File: src/rtl/uart_tx_arb.sv
// rtl/uart_tx_arb.sv - four-requester message-locked round-robin arbiter feeding a UART TX FIFO
module uart_tx_arb #(
    parameter logic [15:0] TIMEOUT = 16'd1000
) (
    input  logic        clk,
    input  logic        reset_n,
    input  logic [3:0]  req_valid,
    input  logic [31:0] req_data,
    input  logic [3:0]  req_last,
    output logic [3:0]  req_ready,
    output logic [7:0]  tx_data,
    output logic        tx_push,
    input  logic        tx_full,
    output logic [3:0]  grant,
    output logic        busy,
    output logic        timeout_err,
    output logic [1:0]  err_owner,
    input  logic        err_clr
);

    typedef enum logic {
        IDLE   = 1'b0,
        LOCKED = 1'b1
    } state_t;

    state_t      state_q, state_d;
    logic [1:0]  owner_q, owner_d;
    logic [1:0]  rr_ptr_q, rr_ptr_d;
    logic [15:0] idle_cnt_q, idle_cnt_d;
    logic        timeout_err_q, timeout_err_d;
    logic [1:0]  err_owner_q, err_owner_d;

    logic        pick_found;
    logic [1:0]  pick_idx;
    logic [1:0]  cand;

    logic        owner_valid;
    logic        owner_last;
    logic [7:0]  owner_data;
    logic [3:0]  owner_oh;
    logic        timeout_hit;
    logic        ready_own;
    logic        xfer;

    assign owner_valid = req_valid[owner_q];
    assign owner_last  = req_last[owner_q];
    assign owner_data  = req_data[{owner_q, 3'b000} +: 8];
    assign owner_oh    = 4'b0001 << owner_q;

    // The timeout cycle itself blocks the owner so a force-release never carries a byte with it.
    assign timeout_hit = (state_q == LOCKED) && (TIMEOUT != 16'd0) && (idle_cnt_q >= TIMEOUT);
    assign ready_own   = (state_q == LOCKED) && !tx_full && !timeout_hit;
    assign xfer        = ready_own && owner_valid;

    // Round-robin search: first valid requester starting at rr_ptr and wrapping modulo 4.
    always_comb begin
        pick_found = 1'b0;
        pick_idx   = rr_ptr_q;
        cand       = rr_ptr_q;
        for (int k = 0; k < 4; k++) begin
            cand = rr_ptr_q + 2'(k);
            if (!pick_found && req_valid[cand]) begin
                pick_found = 1'b1;
                pick_idx   = cand;
            end
        end
    end

    // Datapath outputs: everything is gated by LOCKED so IDLE and reset present all zeros.
    always_comb begin
        req_ready   = 4'b0000;
        grant       = 4'b0000;
        busy        = 1'b0;
        tx_data     = 8'h00;
        tx_push     = 1'b0;
        timeout_err = timeout_err_q;
        err_owner   = err_owner_q;
        if (state_q == LOCKED) begin
            grant   = owner_oh;
            busy    = 1'b1;
            tx_data = owner_data;
            tx_push = xfer;
            if (ready_own) begin
                req_ready = owner_oh;
            end
        end
    end

    // Next-state: arbitration in IDLE, message lock with idle-timeout supervision in LOCKED.
    always_comb begin
        state_d       = state_q;
        owner_d       = owner_q;
        rr_ptr_d      = rr_ptr_q;
        idle_cnt_d    = idle_cnt_q;
        timeout_err_d = timeout_err_q;
        err_owner_d   = err_owner_q;

        if (state_q == IDLE) begin
            if (pick_found) begin
                state_d    = LOCKED;
                owner_d    = pick_idx;
                idle_cnt_d = 16'd0;
            end
        end else begin
            if (timeout_hit) begin
                state_d    = IDLE;
                rr_ptr_d   = owner_q + 2'd1;
                idle_cnt_d = 16'd0;
            end else if (xfer) begin
                idle_cnt_d = 16'd0;
                if (owner_last) begin
                    state_d  = IDLE;
                    rr_ptr_d = owner_q + 2'd1;
                end
            end else if (!owner_valid) begin
                if (idle_cnt_q != 16'hFFFF) begin
                    idle_cnt_d = idle_cnt_q + 16'd1;
                end
            end
        end

        // A timeout in the same cycle as err_clr keeps the flag set and records the new owner.
        if (timeout_hit) begin
            timeout_err_d = 1'b1;
            err_owner_d   = owner_q;
        end else if (err_clr) begin
            timeout_err_d = 1'b0;
        end
    end

    // State registers with asynchronous active-low reset.
    always_ff @(posedge clk or negedge reset_n) begin
        if (!reset_n) begin
            state_q       <= IDLE;
            owner_q       <= 2'd0;
            rr_ptr_q      <= 2'd0;
            idle_cnt_q    <= 16'd0;
            timeout_err_q <= 1'b0;
            err_owner_q   <= 2'd0;
        end else begin
            state_q       <= state_d;
            owner_q       <= owner_d;
            rr_ptr_q      <= rr_ptr_d;
            idle_cnt_q    <= idle_cnt_d;
            timeout_err_q <= timeout_err_d;
            err_owner_q   <= err_owner_d;
        end
    end

endmodule

File: config.mk
export PLATFORM = sky130hd
export DESIGN_NAME = uart_tx_arb
export DESIGN_NICKNAME = d
export VERILOG_FILES = /design/src/rtl/uart_tx_arb.sv
export SDC_FILE = /design/constraint.sdc
export NUM_CORES = 1
export LEC_CHECK = 0
export BUFFER_PORTS_ARGS = -buffer_cell sky130_fd_sc_hd__buf_2
export CORE_ASPECT_RATIO = 0.7
export CORE_UTILIZATION = 45
export CTS_CLUSTER_DIAMETER = 150
export DETAILED_ROUTE_END_ITERATION = 12
export PLACE_DENSITY_LB_ADDON = 0.2
export SLEW_MARGIN = 20
export SYNTH_ARGS = -nofsm -noshare
export SYNTH_HDL_FRONTEND = slang
export SYNTH_SLANG_ARGS = --single-unit
File: constraint.sdc
create_clock -name clk -period 4.3 [get_ports clk]
set_clock_uncertainty 0.05 [all_clocks]
set_input_delay 0 -clock clk [delete_from_list [all_inputs] [get_ports clk]]
set_output_delay 0 -clock clk [all_outputs]
set_load 0.005 [all_outputs]
==> results.toml, run 1 <==
[cts]
clkSinkCount = 24
clk_path_buf_depth = 2
h-tree-depth = 1
clk_pin_slew_ns = 0.09
cts_root_buf = "clkbuf_8"
insertion_delay_ns = 0.27
numCtsBuffers = 3
cts_tree = "yes"

[timing]
tightestPinTransition_ns = 0.975
setup_viol = 0
relSlewSlack = 0.344
period_share = 0.618
holdWs_ns = 0.0344
finalHoldViolations = 0
rsz0062_at_grt = "no"
max_freq_mhz = 376
slew_violations = 0
tns_ns = 0
fin_crit_ns = 2.66

[logic_synthesis]
synth_common_cells = "dfrtp_1, and2_1, inv_1"
synth_nets = 216
synthFlopType = "dfrtp_1"
synth_seq_area_share = 0.342
synth.area.top_cells = "dfrtp_1, mux4_2, and2_1"
synth.ff_latch_count = 24
synth_most_common_cell = "dfrtp_1"
synth_cells = 166
synth_edf_count = 0
synth_top_area_share = 0.342
synthArstFlopShare = 1.00
synth.avg_cell_area_um2 = 10.6
ys_types = 40
ys.warnings.count = 0
synth_area_um2 = 1760
yosys.area.top_type = "dfrtp_1"

[worst_setup_path]
reg2reg_depth = 4
critPathTopFamily = "compound AO/OA/AOI/OAI gates"
critical_path_class = "flip-flop to flip-flop"
r2r_end = "idle_cnt_q[7]$_DFFE_PN0P_"
arrival_ns = 2.78
crit_buf_inv = 0
startpoint_type = "flip-flop"
r2r-start = "idle_cnt_q[14]$_DFFE_PN0P_"
worstPathRequired_ns = 4.42
worstPathCellList = "or4_4 > a2111oi_4 > a32oi_2 > o221ai_1"
worst_path_max_delay_cell = "a2111oi_4"
cp.depth = 4
regToRegSetupSlack_ns = 1.64
max_stage_delay_ns = 0.68
cp-end-kind = "flip-flop"
worst-path-max-fanout = 16

[drt]
drt-pass1-iter-count = 4
drc_errors = 0
antenna_left = 0
avgViaCountPerCell = 5.60
drt-initial-drc-count = 45
wl_per_cell_um = 15.5
num_vias = 1569
routed_wl_um = 4350

[outcome]
status = "finished, final reports clean"

[placed_design]
place_congestion = 0.776
port_buffers = 64
dp_hpwl_um = 3400
place_inst = 274

[final_layout]
diodes = 0
finalNonFillerCells = 280
drive_above_1_share = 0.413
fill_cells = 321
final_util = 0.607
syn2layout_area_growth_pct = 25.4
final_net_count = 281

[pwr]
pwr_density_cell_nw_per_um2 = 483
p_leak_nw = 1.04
total_power_w = 0.00106
irDropWorstVdd_mv = 0.269

[die]
ios = 65
dieArea_um2 = 4160
die_w_um = 76.7
initial_core_util = 0.484
dieHeight_um = 54.3
rows = 18
coreArea_um2 = 3630

[hold_path]
hp-class = "primary input to flip-flop"
hold_start = "req_valid[3]"
holdPathEnd = "owner_q[0]$_DFFE_PN0P_"
hold_depth = 3

[global_routing]
grt.total_usage = 0.222
grt_antenna_before_repair = 0
grt_max_degree = 25
grt_overflow_total = 0
grt_pass1_vias = 1458
grt_pass1_wl_um = 6930

[flow_run]
drv_cap = 0
power by group:
| part | switching (W) | total, W | internal, W |
|---|---|---|---|
| Combinational | 0.000254 | 0.000533 | 0.000279 |
| Clock | 0.0000721 | 0.000196 | 0.000124 |
| Sequential | 0.0000710 | 0.000334 | 0.000263 |
how the worst max path moves through the flow:
| stage | startpoint | to |
|---|---|---|
| 6_report | idle_cnt_q[14]$_DFFE_PN0P_ | idle_cnt_q[7]$_DFFE_PN0P_ |
| 2_1_floorplan | owner_q[0]$_DFFE_PN0P_ | rr_ptr_q[1]$_DFFE_PN0P_ |
| 3_5_place_dp | idle_cnt_q[14]$_DFFE_PN0P_ | idle_cnt_q[7]$_DFFE_PN0P_ |
| 4_1_cts | idle_cnt_q[14]$_DFFE_PN0P_ | idle_cnt_q[7]$_DFFE_PN0P_ |
| 5_1_grt | idle_cnt_q[14]$_DFFE_PN0P_ | idle_cnt_q[5]$_DFFE_PN0P_ |
| 3_3_place_gp | idle_cnt_q[14]$_DFFE_PN0P_ | idle_cnt_q[5]$_DFFE_PN0P_ |
timing repair:
item	4_1_cts	5_1_grt
hold buffers	2	0
endpoints found under the hold margin	25	0
resized for setup	0	0
setup buffers	0	0
placed cells by master, fill, tap and decap left out, types with 2 or more instances in the layout:
master	netlist	routed
a21oi_1	2	2
and2_1	19	19
and2b_1	4	4
buf_2	2	64
clkbuf_8	0	3
dfrtp_1	24	24
dlygate4sd3_1	0	2
ha_1	6	6
inv_1	17	17
mux2_2	4	4
mux2i_1	5	5
mux4_2	10	10
nand2_1	10	10
nand2b_1	3	3
nand3_1	3	3
nand4_1	7	7
nor2_1	3	3
nor2b_1	3	3
nor4_1	2	2
o2111ai_1	3	3
o21ai_0	5	5
o221ai_1	5	5
o221ai_2	4	4
or2_2	2	2
or3_1	4	4
area by class of cell:
class,count,area [um2],area share
tap,50,62.6,0.0284
clock inverter,1,30.0,0.0136
multi-input combinational,118,1050,0.479
clock buffer,3,41.3,0.0188
sequential,24,601,0.273
timing repair buffer,67,348,0.158
inverter,17,63.8,0.0290
per-stage QoR:
stage               setup slack (ns)  instance area [um2]
floorplan                       2.11                 1760
global placement                1.74                 2110
detailed placement              1.66                 2110
CTS                             1.66                 2200
global route                    1.50                 2200
finish                          1.64                 2200
worst register-to-register path: stages (launching register included):
cell,delay [ns]
dfrtp_1,0.39
or4_4,0.58
a2111oi_4,0.69
a32oi_2,0.52
o221ai_1,0.34
cell families (layout without fill, tap and decap cells):
logic type,count (synthesis),in the layout,share of synthesized area
AND/OR/NAND/NOR,64,64,0.218
multiplexers,19,19,0.182
buffers and inverters,24,88,0.0570
adder cells (fa/ha/maj),6,6,0.0428
AO/OA/AOI/OAI,29,29,0.158
flip-flops,24,24,0.342
routing by layer:
metal  wire length, um  global-route usage  vias to the layer above
met3               159              0.0417                        4
met1              2200               0.306                      775
met4                25              0.0609                        0
li1                  -                   -                      747
met5                 0                   0                        -
met2              1970               0.369                       43
registers in the layout, summed over array words and instances, names as in the netlist:
signal / flops
idle_cnt_q: 16
rr_ptr_q: 2
err_owner: 2
state_q: 1
owner_q: 2
timeout_err: 1
Power figures use the tool's default switching activity.
==> run 2, diff against run 1 <==
- ABC_AREA: not set -> 1
- clock period: 4.3 -> 2.7 ns (I/O delays scaled with it)
==> run 2 against run 1 <==
Non-clock buffer count rose by 1. Via count is 25% higher. Critical path type unchanged. Sequential power up 49%. Sequential share of layout area fell by 1.1 points. Global-route usage fell by 1.5 points. Critical endpoint is now idle_cnt_q[3]$_DFFE_PN0P_.
==> results.toml, run 2 <==
[logic_synthesis]
synth.avg_cell_area_um2 = 6.29
synthFlopType = "dfrtp_1"
synth_most_common_cell = "nand2_1"
ys_types = 24
synth_nets = 345
synth_cells = 295
synth_top_area_share = 0.324
synth_area_um2 = 1850
synth.area.top_cells = "dfrtp_1, nand2_1, nor2_1"
synthArstFlopShare = 1.00
yosys.area.top_type = "dfrtp_1"
ys.warnings.count = 0
synth_seq_area_share = 0.324
synth.ff_latch_count = 24
synth_edf_count = 0
synth_common_cells = "nand2_1, nor2_1, inv_1"

[timing]
slew_violations = 0
max_freq_mhz = 511
period_share = 0.725
worst_slack_ns = 0.742
setup_viol = 0
fin_crit_ns = 1.96
tns_ns = 0
relSlewSlack = 0.611
tightestPinTransition_ns = 0.581
finalHoldViolations = 0
rsz0062_at_grt = "no"

[worst_setup_path]
crit_top_cell = "nand2_1"
r2r-start = "rr_ptr_q[0]$_DFFE_PN0P_"
worst-path-max-fanout = 11
max_stage_delay_ns = 0.54
worst_path_max_delay_cell = "dfrtp_1"
critical_path_class = "flip-flop to flip-flop"
worstPathCellList = "inv_2 > nand2_1 > nand3_1 > nand2_1 > inv_2 > nor2_4 > nand2_2 > nor2_4 > nand2_2 > nand2_2 > inv_2 > nand2_1 > nand2_1"
worstPathRequired_ns = 2.82
cp-end-kind = "flip-flop"
startpoint_type = "flip-flop"
startpoint = "rr_ptr_q[0]$_DFFE_PN0P_"
arrival_ns = 2.08
reg2reg_depth = 13

[drt]
avgViaCountPerCell = 4.77
wl_per_cell_um = 10.8
antenna_left = 0
num_vias = 1955
routed_wl_um = 4430
drt-pass1-iter-count = 4
drt-initial-drc-count = 101
drc_errors = 0

[placed_design]
place_ws_ns = 0.723
place_inst = 404
port_buffers = 64
place_congestion = 0.872
dp_hpwl_um = 3250

[global_routing]
grt_antenna_before_repair = 0
grt.total_usage = 0.207
grt_pass1_vias = 1602
grt_max_degree = 25
grt_pass1_wl_um = 7280
grt_overflow_total = 0

[final_layout]
drive_above_1_share = 0.254
seq_area_um2 = 601
diodes = 0
final_net_count = 409
syn2layout_area_growth_pct = 23.8
largest_reg_flops = 16
finalNonFillerCells = 410
fill_cells = 394
final_common_cell = "nand2_1"
layout_common_cells = "nand2_1, buf_2, nor2_1, inv_1"
top_register = "idle_cnt_q"
multi_input_area_um2 = 1060

[hold_path]
hold_depth = 6
hp-class = "primary input to flip-flop"
hold_start = "req_last[2]"

[cts]
clkSinkCount = 24
clk_pin_slew_ns = 0.09
clk_path_buf_depth = 2
cts_tree = "yes"
numCtsBuffers = 3
cts.repair.resized = 0
hold_buffers = 2
h-tree-depth = 1
cts_setup_buffers = 0
cts_root_buf = "clkbuf_8"
insertion_delay_ns = 0.27

[outcome]
status = "finished, final reports clean"

[die]
initial_core_util = 0.473
die_w_um = 78.7
coreArea_um2 = 3920
dieHeight_um = 55.7
dieArea_um2 = 4390
rows = 19
ios = 65

[pwr]
irDropWorstVdd_mv = 0.637
total_power_w = 0.00214
p_leak_nw = 1.31
pwr_density_cell_nw_per_um2 = 932

[flow_run]
drv_cap = 0
## run 2: metrics by stage
step | hold slack (ns) | area (um2) | util
final | 0.132 | 2290 | 0.585
after global routing | 0.150 | 2290 | 0.585
after CTS | 0.134 | 2290 | 0.585
after detailed placement | -0.0305 | 2200 | 0.562
after global placement | -0.0296 | 2200 | 0.562
after floorplan | -0.346 | 1850 | -
## run 2: cell type report
type | instances | share of cell area
Multi-Input combinational cell | 223 | 0.460
Sequential cell | 24 | 0.262
Timing Repair Buffer | 68 | 0.155
Inverter | 39 | 0.0638
Tap cell | 52 | 0.0284
Clock buffer | 3 | 0.0180
Clock inverter | 1 | 0.0131
## run 2: logic make-up (layout without fill, tap and decap cells)
logic type / Yosys count / in the layout / share of synthesized area
AO/OA/AOI/OAI: 39 / 39 / 0.109
flip-flops: 24 / 24 / 0.324
AND/OR/NAND/NOR: 171 / 171 / 0.387
adder cells (fa/ha/maj): 6 / 6 / 0.0405
XOR/XNOR: 7 / 7 / 0.0331
buffers and inverters: 48 / 111 / 0.107
## run 2: path summary, 6_finish.rpt
check / endpoint / slack (ns)
hold / removal: state_q$_DFF_PN0_ / 0.13
setup reg to reg: idle_cnt_q[3]$_DFFE_PN0P_ / 0.74
hold reg to reg: idle_cnt_q[8]$_DFFE_PN0P_ / 0.44
max in group asynchronous: idle_cnt_q[7]$_DFFE_PN0P_ / 2.05
min in group asynchronous: idle_cnt_q[13]$_DFFE_PN0P_ / 0.19
setup / recovery: idle_cnt_q[3]$_DFFE_PN0P_ / 0.74
## run 2: power by group
part	switching [W]	internal, W
Combinational	0.000835	0.000485
Sequential	0.0000820	0.000416
Clock	0.000122	0.000198
## run 2: worst max-delay path: cells and delay by family (launching register included)
kind          cells  cell delay (ns)
simple gates     10             0.95
flops             1             0.54
buf+inv           3             0.29
## run 2: per-layer routing
layer / up-vias / GRT usage / part of all wire
met5: - / 0 / 0
met4: 0 / 0.0238 / 0.0027
met3: 2 / 0.0377 / 0.052
met2: 49 / 0.316 / 0.43
met1: 865 / 0.314 / 0.52
li1: 1039 / - / -
==> run 3, diff against run 2 <==
- ABC_AREA: 1 -> 0
- clock period: 2.7 -> 1.7 ns (I/O delays scaled with it)
==> run 3 against run 2 <==
The run now ends with setup timing left. First-iteration DRC count grew 5.0%. Maximum frequency up 0.12%. Combinational power up 51%. Hold slack worse by 0.098 ns. Sequential power up 58%. Count of clock-buffer cells in the layout stayed put. Design area up 15%. Core utilization rose by 14 points. Critical path type unchanged. Largest power group unchanged. Highest routed layer unchanged.
==> results.toml, run 3 (synthesis results as in run 1) <==
[outcome]
status = "finished, violations left"
violations = "setup timing"

[drt]
avgViaCountPerCell = 5.33
drt-initial-drc-count = 106
drt-pass1-iter-count = 4
wl_per_cell_um = 15.8
routed_wl_um = 4880
antenna_left = 0
num_vias = 1647
drc_errors = 0

[global_routing]
grt_max_degree = 25
grt_antenna_before_repair = 0
grt_pass1_vias = 1453
grt.total_usage = 0.240
grt_pass1_wl_um = 7430
grt_overflow_total = 0

[timing]
tightestPinTransition_ns = 0.563
max_freq_mhz = 511
fin_crit_ns = 1.96
period_share = 1.15
finalHoldViolations = 0
setup_viol = 32
rsz0062_at_grt = "yes"
holdWs_ns = 0.0339
worst_slack_ns = -0.255
slew_violations = 0
relSlewSlack = 0.625

[cts]
insertion_delay_ns = 0.28
cts_root_buf = "clkbuf_8"
cts_tree = "yes"
numCtsBuffers = 3
clk_path_buf_depth = 2
h-tree-depth = 1
clk_pin_slew_ns = 0.09
clkSinkCount = 24

[final_layout]
drive_above_1_share = 0.560
largest_reg_flops = 16
finalNonFillerCells = 309
postLayoutCellArea_um2 = 2640
final_common_cell = "buf_2"
syn2layout_area_growth_pct = 50.1
layout_common_cells = "buf_2, dfrtp_1, buf_4, inv_1, and2_1"
final_net_count = 310
diodes = 0
top_register = "idle_cnt_q"

[worst_setup_path]
worst_path_max_delay_cell = "or4_4"
cp-end-kind = "flip-flop"
worst-path-max-fanout = 3
critical_path_class = "flip-flop to flip-flop"
arrival_ns = 2.07
max_stage_delay_ns = 0.59
worstPathCellList = "or4_4 > a211o_1 > a32oi_2 > mux2_4"
worstPathRequired_ns = 1.82
startpoint_type = "flip-flop"

[placed_design]
port_buffers = 64
post_dp_cell_area_um2 = 2330
place_congestion = 0.820
dp_hpwl_um = 3580
place_ws_ns = -0.302
place_inst = 296

[die]
coreArea_um2 = 3630
dieHeight_um = 54.3
rows = 18
initial_core_util = 0.484
dieArea_um2 = 4160
ios = 65
die_w_um = 76.7

[pwr]
pwr_density_cell_nw_per_um2 = 1250
irDropWorstVdd_mv = 0.933
p_leak_nw = 1.25

[hold_path]
hp-class = "primary input to flip-flop"

[flow_run]
drv_cap = 0
-- run 3: cell types whose count changed in the layout (fill, tap and decap cells not counted), sizes merged, moves of 7 or more --
| cell | before | now |
|---|---|---|
| a21oi | 10 | 2 |
| and2 | 0 | 19 |
| buf | 66 | 94 |
| inv | 39 | 17 |
| mux4 | 0 | 10 |
| nand2 | 97 | 10 |
| nand3 | 12 | 3 |
| nor2 | 55 | 3 |
| o21ai | 26 | 6 |
| o221ai | 0 | 9 |
| xor2 | 7 | 0 |
-- run 3: cell type report --
class	count	area (um2)
clock buffers	3	41.3
clock inverters	1	30.0
fillers	270	991
inverters	17	63.8
multi-input cells	118	1190
flip-flops and latches	24	602
well taps	50	62.6
repair buffers	96	649
-- run 3: worst paths after layout --
check | start | to | slack [ns] | cells past startpoint
setup / recovery | idle_cnt_q[13]$_DFFE_PN0P_ | rr_ptr_q[1]$_DFFE_PN0P_ | -0.26 | 4
hold / removal | req_valid[3] | owner_q[0]$_DFFE_PN0P_ | 0.03 | 3
setup reg to reg | idle_cnt_q[13]$_DFFE_PN0P_ | rr_ptr_q[1]$_DFFE_PN0P_ | -0.26 | 4
hold reg to reg | idle_cnt_q[14]$_DFFE_PN0P_ | idle_cnt_q[14]$_DFFE_PN0P_ | 0.44 | 1
max in group asynchronous | reset_n | owner_q[0]$_DFFE_PN0P_ | 0.99 | 2
min in group asynchronous | reset_n | err_owner[1]$_DFFE_PN0P_ | 0.19 | 2
-- run 3: power breakdown --
part / internal, W / switching [W] / leakage (nW)
registers: 0.000669 / 0.000118 / 0.318
logic: 0.00112 / 0.000864 / 0.897
clock network: 0.000315 / 0.000191 / 0.0357
total: 0.00211 / 0.00117 / 1.25
-- run 3: stage by stage --
| step | setup TNS, ns | power, W | utilization |
|---|---|---|---|
| after floorplan | -3.07 | 0.00181 | - |
| after global placement | -4.12 | 0.00241 | 0.643 |
| after detailed placement | -5.14 | 0.00244 | 0.643 |
| after CTS | -5.27 | 0.00319 | 0.698 |
| after global routing | -7.44 | 0.00349 | 0.727 |
| final | -5.55 | 0.00328 | 0.727 |
-- run 3: what timing repair did --
item / in CTS / in global routing
buffers inserted: 4 / 5
endpoints found under the hold margin: 25 / 0
pin swaps: 11 / 11
gates resized for setup: 15 / 24
hold buffers: 2 / 0
cloned: 1 / 0
endpoints found under the setup margin: 34 / 35
-- run 3: metal layers --
layer  share of wire  wire [um]  global-route usage  up-vias
met3           0.028        137              0.0433        4
met2            0.45       2220               0.363       24
li1                -          -                   -      800
met1            0.51       2500               0.361      819
met5               0          0                   0        -
met4          0.0033         16              0.0449        0
-- run 3: critical path, delay by kind of cell (launching register included) --
family | cells | cell delay, ns
compound gates | 2 | 0.51
flops | 1 | 0.38
simple gates | 1 | 0.59
mux | 1 | 0.32
